## src/rtl/alu_core.sv

```systemverilog
// alu_core: sequenced ALU datapath with a registered result and NZCV flags.
//
// Ports
//   clk          rising-edge clock
//   rst          synchronous active-high reset
//   start        issue request, sampled only while busy is low
//   alu_control  4-bit operation code
//   op_a, op_b   operands, captured at issue
//   result       registered result, held until the next completion
//   flags        registered {N,Z,C,V}
//   busy         multiply in flight; start is ignored
//   done         one-cycle completion pulse
//
// Operation codes
//   0 ADCS, 1 ADD, 2 SBCS, 3 SUBS, 4 RSBS, 5 MULS, 6 ANDS, 7 ORRS, 8 CMP.
//   Codes 9-15 load a zero result, hold the flags and complete in one cycle.
//
// Build option
//   ALU_FAST_MUL_EN  When defined, MULS is a single-cycle combinational
//                    multiply and busy is never raised. When undefined, MULS
//                    uses an iterative shift-add unit with latency WIDTH+1.

module alu_core #(
  parameter int unsigned WIDTH = 32
) (
  input  logic             clk,
  input  logic             rst,
  input  logic             start,
  input  logic [3:0]       alu_control,
  input  logic [WIDTH-1:0] op_a,
  input  logic [WIDTH-1:0] op_b,
  output logic [WIDTH-1:0] result,
  output logic [3:0]       flags,
  output logic             busy,
  output logic             done
);

  localparam logic [3:0] OP_ADCS = 4'd0;
  localparam logic [3:0] OP_ADD  = 4'd1;
  localparam logic [3:0] OP_SBCS = 4'd2;
  localparam logic [3:0] OP_SUBS = 4'd3;
  localparam logic [3:0] OP_RSBS = 4'd4;
  localparam logic [3:0] OP_MULS = 4'd5;
  localparam logic [3:0] OP_ANDS = 4'd6;
  localparam logic [3:0] OP_ORRS = 4'd7;
  localparam logic [3:0] OP_CMP  = 4'd8;

  // {N,Z} for a given result value.
  function automatic logic [1:0] nz_of(input logic [WIDTH-1:0] v);
    return {v[WIDTH-1], v == '0};
  endfunction

  logic [WIDTH-1:0] result_q;
  logic [3:0]       flags_q;
  logic             done_q;

  logic [WIDTH-1:0] add_x;
  logic [WIDTH-1:0] add_y;
  logic             add_cin;
  logic [WIDTH:0]   sum;
  logic             ovf;
  logic [WIDTH-1:0] res_d;
  logic [3:0]       flags_d;

`ifdef ALU_FAST_MUL_EN
  logic [WIDTH-1:0] prod;
  assign prod = op_a * op_b;
`endif

  // Every add/subtract goes through one WIDTH+1 adder: subtraction adds the
  // inverted subtrahend with carry-in, so C=1 means no borrow and V compares
  // the signs of the actual adder inputs.
  always_comb begin
    add_x   = op_a;
    add_y   = op_b;
    add_cin = 1'b0;
    case (alu_control)
      OP_ADCS: add_cin = flags_q[1];
      OP_SBCS: begin
        add_y   = ~op_b;
        add_cin = flags_q[1];
      end
      OP_SUBS, OP_CMP: begin
        add_y   = ~op_b;
        add_cin = 1'b1;
      end
      OP_RSBS: begin
        add_x   = op_b;
        add_y   = ~op_a;
        add_cin = 1'b1;
      end
      default: ;
    endcase
    sum = {1'b0, add_x} + {1'b0, add_y} + {{WIDTH{1'b0}}, add_cin};
    ovf = (add_x[WIDTH-1] == add_y[WIDTH-1]) && (sum[WIDTH-1] != add_x[WIDTH-1]);

    res_d   = '0;
    flags_d = flags_q;
    case (alu_control)
      OP_ADCS, OP_SBCS, OP_SUBS, OP_RSBS, OP_CMP: begin
        res_d   = sum[WIDTH-1:0];
        flags_d = {nz_of(sum[WIDTH-1:0]), sum[WIDTH], ovf};
      end
      OP_ADD: res_d = sum[WIDTH-1:0];
      OP_ANDS: begin
        res_d   = op_a & op_b;
        flags_d = {nz_of(op_a & op_b), flags_q[1:0]};
      end
      OP_ORRS: begin
        res_d   = op_a | op_b;
        flags_d = {nz_of(op_a | op_b), flags_q[1:0]};
      end
`ifdef ALU_FAST_MUL_EN
      OP_MULS: begin
        res_d   = prod;
        flags_d = {nz_of(prod), flags_q[1:0]};
      end
`endif
      default: ;
    endcase
  end

`ifdef ALU_FAST_MUL_EN

  always_ff @(posedge clk) begin
    if (rst) begin
      result_q <= '0;
      flags_q  <= '0;
      done_q   <= 1'b0;
    end else begin
      done_q <= 1'b0;
      if (start) begin
        result_q <= res_d;
        flags_q  <= flags_d;
        done_q   <= 1'b1;
      end
    end
  end

  assign busy = 1'b0;

`else

  typedef enum logic {IDLE, MUL} state_e;

  localparam int unsigned    CW       = $clog2(WIDTH);
  localparam logic [CW-1:0]  CNT_LAST = CW'(WIDTH - 1);

  state_e           state_q;
  logic [WIDTH-1:0] mcand_q;
  logic [WIDTH-1:0] mplier_q;
  logic [WIDTH-1:0] acc_q;
  logic [WIDTH-1:0] acc_d;
  logic [CW-1:0]    cnt_q;

  assign acc_d = mplier_q[0] ? acc_q + mcand_q : acc_q;

  always_ff @(posedge clk) begin
    if (rst) begin
      state_q  <= IDLE;
      result_q <= '0;
      flags_q  <= '0;
      done_q   <= 1'b0;
      mcand_q  <= '0;
      mplier_q <= '0;
      acc_q    <= '0;
      cnt_q    <= '0;
    end else begin
      done_q <= 1'b0;
      case (state_q)
        IDLE: begin
          if (start) begin
            if (alu_control == OP_MULS) begin
              state_q  <= MUL;
              mcand_q  <= op_a;
              mplier_q <= op_b;
              acc_q    <= '0;
              cnt_q    <= '0;
            end else begin
              result_q <= res_d;
              flags_q  <= flags_d;
              done_q   <= 1'b1;
            end
          end
        end
        MUL: begin
          acc_q    <= acc_d;
          mcand_q  <= mcand_q << 1;
          mplier_q <= mplier_q >> 1;
          cnt_q    <= cnt_q + 1'b1;
          // Last iteration commits the freshly accumulated value directly.
          if (cnt_q == CNT_LAST) begin
            state_q  <= IDLE;
            cnt_q    <= '0;
            result_q <= acc_d;
            flags_q  <= {nz_of(acc_d), flags_q[1:0]};
            done_q   <= 1'b1;
          end
        end
        default: state_q <= IDLE;
      endcase
    end
  end

  assign busy = (state_q == MUL);

`endif

  assign result = result_q;
  assign flags  = flags_q;
  assign done   = done_q;

endmodule

```

## config.mk

```make
export PLATFORM = sky130hd
export DESIGN_NAME = alu_core
export DESIGN_NICKNAME = d
export VERILOG_FILES = /design/src/rtl/alu_core.sv
export SDC_FILE = /design/constraint.sdc
export NUM_CORES = 1
export LEC_CHECK = 0
export ABC_AREA = 1
export CAP_MARGIN = 20
export CORE_ASPECT_RATIO = 1.5
export CORE_UTILIZATION = 25
export CTS_CLUSTER_DIAMETER = 40
export CTS_CLUSTER_SIZE = 8
export DETAILED_ROUTE_END_ITERATION = 6
export GPL_TIMING_DRIVEN = 1
export HOLD_SLACK_MARGIN = 0.06
export SLEW_MARGIN = 20
export SYNTH_ARGS = -nofsm -noshare
export SYNTH_HDL_FRONTEND = slang
export SYNTH_SLANG_ARGS = --single-unit
```

## constraint.sdc

```tcl
create_clock -name clk -period 4.5 [get_ports clk]
set_clock_uncertainty 0.15 [all_clocks]
set_input_delay 0.9 -clock clk [delete_from_list [all_inputs] [get_ports clk]]
set_output_delay 0.9 -clock clk [all_outputs]
set_load 0.05 [all_outputs]
```

== Word-level counts from Yosys, hierarchy flattened ==
Cells that the tools add are included.
Word-level totals
  flip-flop bits (word level): 139
  logic and storage cells: 87
  output and inout port bits: 38
  input bits: 71
Operators by class
  reduce and logical (&&, ||, !) cells: 15
  add/subtract/negate cells: 4
  equal/unequal tests: 19
  bitwise gates (word level): 5
  muxes and demuxes: 35
Operators by type and width (count)
  $mux 32: 11
  $pmux 32 s2: 5
  $logic_not 32->1: 4
  $pmux 32 s3: 1
  $not 32->32: 2
  $add 32x32->33: 1
  $add 33x1->33: 1
  $add 32x32->32: 1
  $and 32x32->32: 1
  $or 32x32->32: 1
  $eq 4x3->1 const B: 4
  $mux 5: 3
  $mux 4: 3
  $pmux 4 s3: 1
  $ne 2x2->1 const B: 5
  $pmux 5 s2: 1
  $eq 4x2->1 const B: 2
  $pmux 4 s2: 1
  $mux 1: 6
  $pmux 1 s2: 3
  $reduce_and 6->1: 1
  $reduce_or 3->1: 2
  $reduce_or 6->1: 1
  $add 5x1->5 const B: 1
  other kinds (15): 16

== Longest topological paths before layout ==
  depth after elaboration: 11
  mapped depth: 30
  mapped depth without buffers: 30

== Least setup slack after synthesis ==
OpenSTA, ideal clock, no wires.
  kind: input-to-reg
  from: input alu_control[2]
  to: register flags_q[2] (netlist: flags[2])
  setup time: 0.109 ns
  stages on the path: 26
  arrival time: 3.842 ns
  required time: 4.241 ns
  buffers on the path: 2
  path slack: 0.400 ns
  cells stage by stage: inv_1 -> nor2_1 -> inv_1 -> nor2_2 -> clkbuf_1 -> buf_1 -> o21ai_0 -> fa_1 -> inv_1 -> fa_1 -> nand3_1 -> nand3_1 -> nand2_1 -> nand2_1 -> nand2_1 -> nand2_1 -> xor2_1 -> nor2_1 -> nand3_1 -> nor2_1 -> nand3_1 -> nand2_1 -> nand2_1 -> nand3_1 -> nand2_1 -> inv_1
On the way
  word-level cells in the longest chain between the ends: 10
  elaborated cells between the ends (all ways): 25
  those cells by class: 2 x add/sub; 9 x eq/ne; 7 x mux; 7 x reduce/logical
Ends and longest elaborated chain
  start: declaration: line 29  | input logic [3:0] alu_control,
  $eq 4x2->1 or $eq 4x4->1 (tied branches): line 77, 99
  $reduce_or 3->1 (no source line)
  $pmux 32 s2: line 77  | case (alu_control)
  $add 32x32->33: line 94  | sum = {1'b0, add_x} + {1'b0, add_y} + {{WIDTH{1'b0}}, add_cin};
  $add 33x1->33: line 94
  $logic_not 32->1: line 50  | return {v[WIDTH-1], v == '0};
  $pmux 4 s3: line 99  | case (alu_control)
  $mux 4: line 173  | if (alu_control == OP_MULS) begin
  $mux 4: line 172  | if (start) begin
  $pmux 4 s2: line 170  | case (state_q)
  end signal: assignment: line 181  | flags_q <= flags_d;
  end signal: assignment: line 196  | flags_q <= {nz_of(acc_d), flags_q[1:0]};
  end: declaration: line 54  | logic [3:0] flags_q;
Parallel ways exist; a longest one is shown, timed or not. The select of a mux whose other input is x is not followed.
A chain may end at the register's enable or synchronous reset.

== Worst setup path in the final report ==
Ends and elaborated chain as after synthesis.

==> results by group <==
Detailed routing
  • Wire length on met3: 1970 µm
  • Initial DRC Count: 943
  • Top sig layer: met4
  • DR WL met2: 27,200 µm
  • M1 WL: 21,200 µm
  • Vias per cell: 4.85
  • First drt pass iteration count: 7
  • Via count: 15,203
  • Drt wl/cell: 17.2 µm
  • Routed Antenna Nets: 0
  • Final wirelength: 54,000 µm
  • Residual DRC: 0

Synth
  • Yosys top cell area share: 21.8%
  • Commonest cells post-synth: 688 x nand2_1, 346 x inv_1, 185 x nor2_1, 159 x o21ai_0, 139 x dfxtp_1
  • Top FF cell, synth: dfxtp_1
  • Synth Instances: 2,220
  • Synth top area cells: dfxtp_1 22%, nand2_1 20%, inv_1 10%, ha_1 6.3%, o21ai_0 6.2%
  • Seq/Total Area, Yosys: 21.8%
  • Synth unique cells: 47
  • Synth Area per Inst: 5.76 µm²
  • EDFF count, synth: 0
  • Mapped cell area: 12,800 µm²
  • #FFs+latches synth: 139
  • Syn Nets: 2,358
  • Yosys warns: 0
  • Cell taking the most area after synthesis: dfxtp_1
  • Top-count cell post-synth: nand2_1
  • Ys async rst share: 0%

Clock network
  • Clock transition at path regs: 60 ps
  • CTS tree: built
  • Worst-Skew Late Latency: 460 ps
  • Total CTS buffers: 17
  • Clock root cell: clkbuf_16
  • CTS Buffer Depth: 2
  • Hold-fix buffers, CTS: 0
  • Clk sinks: 139
  • H-Tree Level Count: 4

Setup path
  • Setup Crit Path Kind: in -> reg
  • Critical path arrival: 4450 ps
  • CP endpoint kind: flip-flop
  • Worst EP required: 4700 ps
  • Worst Setup Start Kind: input port
  • Worst Path Max Fanout: 26

GRT
  • Vias in the first global route: 14,747
  • Largest net degree at the start of global routing: 81
  • Total GRT Usage: 20.2%
  • Global-route wire length before repair: 80,900 µm
  • Grt ovf: 0
  • Antenna violations before repair: 1

Timing
  • Slew HR: 39.3%
  • Period utilization: 94.5%
  • Fmax: 235 MHz
  • Slew @ Worst Pin: 910 ps
  • Setup Total Neg Slack: 0 ps
  • Final setup viols: 0
  • Final hold slack: 327 ps
  • Final Max Slew Viols: 0
  • Final hold viol count: 0
  • Tmin final: 4250 ps

Floorplanning
  • IO Pins: 109
  • Die Width: 187 µm
  • Initial core utilization: 25.3%
  • Row count: 101
  • Die Y: 279 µm
  • Core ar.: 50,500 µm²
  • Total Die Area: 52,100 µm²

Pwr
  • Pleak: 8.10 nW
  • Pwr dens: 275 nW/µm²
  • VDD IR max: 0.203 mV

Cells and area
  • # diodes: 0
  • Util after Layout: 32.8%
  • Nets: 2,590
  • Layout cells sized above 1: 12.2%
  • Area growth syn-to-layout: 29.6%
  • Design Area, Final: 16,600 µm²

Outcome
  • Status: finished clean

Placed design
  • Placed cell areas: 15,800 µm²
  • IO buf count: 108
  • Placer Congestion: 0.976
  • Final HPWL DP: 43,600 µm

Worst hold path
  • Min-Delay Path Class: reg -> reg

Job
  • Max Cap Viol: 0
[layout by cell type, fill, tap and decap left out, types with 5 or more instances in the layout]
master,netlist,layout
nor2_2,6,11
a21oi_1,124,122
inv_1,346,344
xnor2_1,6,5
nand3b_1,8,8
nand4_1,27,27
clkdlybuf4s50_1,0,104
nor3_1,13,13
inv_2,11,13
or2_2,14,14
clkbuf_16,0,20
nor4_1,5,5
o211ai_1,16,16
o21ai_0,159,156
buf_4,2,176
xor2_1,5,5
nand3_2,5,7
o21ai_1,2,5
ha_1,64,64
o22ai_1,17,17
nand2_2,24,26
nor2_1,185,178
buf_12,0,7
nand3_1,129,127
a22oi_1,31,31
a32o_1,5,5
a31oi_1,21,21
a211oi_1,28,28
nand2_1,688,686
dfxtp_1,139,139
o221ai_1,38,38
[final cells by class]
cell class / instances / area (µm²)
repair buffers: 295 / 2640
clock buffers: 22 / 474
flip-flops and latches: 139 / 2780
multi-input cells: 1640 / 8360
well taps: 669 / 837
inverters: 359 / 1350
clock inverters: 9 / 136
fillers: 5697 / 34000
[logic make-up (layout without fill, tap and decap cells)]
family,after synthesis,count (layout),share of synthesized area (%)
XOR/XNOR,11,11,0.753
adder cells (fa/ha/maj),67,67,6.73
AO/OA/AOI/OAI,447,447,20.8
AND/OR/NAND/NOR,1115,1115,36.6
buffers and inverters,441,685,13.3
flip-flops,139,139,21.8
[metal layers]
layer	global-route usage, %	vias to the layer above
li1	-	7698
met3	1.89	150
met4	13.1	0
met2	37.2	418
met5	0	-
met1	22.0	6937
[sequential cells by signal, indices dropped and copies added (netlist names)]
signal,flops
busy,1
flags,4
mplier_q,32
acc_q,32
done,1
mcand_q,32
result,32
cnt_q,5
[final timing paths]
check                                              from               endpoint  slack [ps]  cells after the start
worst min-delay path              cnt_q[4]$_SDFFE_PP0P_  cnt_q[4]$_SDFFE_PP0P_         330                      2
worst min register to register    cnt_q[4]$_SDFFE_PP0P_  cnt_q[4]$_SDFFE_PP0P_         330                      2
worst max-delay path                     alu_control[2]  flags[2]$_SDFFE_PP0P_         250                     26
worst max register to register  mcand_q[0]$_SDFFE_PP0P_  flags[2]$_SDFFE_PP0P_        1380                     19
[stage by stage]
stage | setup slack (ps) | instances | total power [mW]
detailed placement | -314 | 3092 | 3.02
finish | 249 | 3133 | 4.56
global route | -20.3 | 3133 | 4.79
CTS | 144 | 3123 | 4.55
global placement | -357 | 3092 | 3.02
floorplan | 400 | 2220 | 2.22
[worst max-delay path: stages]
cell             delay [ps]
clkdlybuf4s50_1         480
inv_1                    70
nor2_2                  100
inv_1                    90
nor2_4                  210
nor2_2                   80
inv_2                    80
buf_8                   190
o21ai_0                 110
ha_1                    370
nand2_1                 120
nor2_1                  220
and3_1                  260
nand2_1                 110
nand2_2                 130
buf_4                   130
xor2_1                  200
nor2_1                   60
nand3_1                  80
nor2_1                   50
nand3_1                  70
nand2_1                  50
nand2_1                  50
nand3_1                  80
nand2_1                  90
inv_1                    30
[what timing repair did]
action / in CTS / in global routing
setup endpoints to repair: 0 / 9
setup buffers: 0 / 7
resized for setup: 0 / 20
[where the power goes]
group	switching [mW]	total (mW)	internal (mW)
clock	0.612	1.53	0.916
sequential	0.0441	1.33	1.29
combinational	0.996	1.71	0.709
Power figures use the tool's default switching activity.
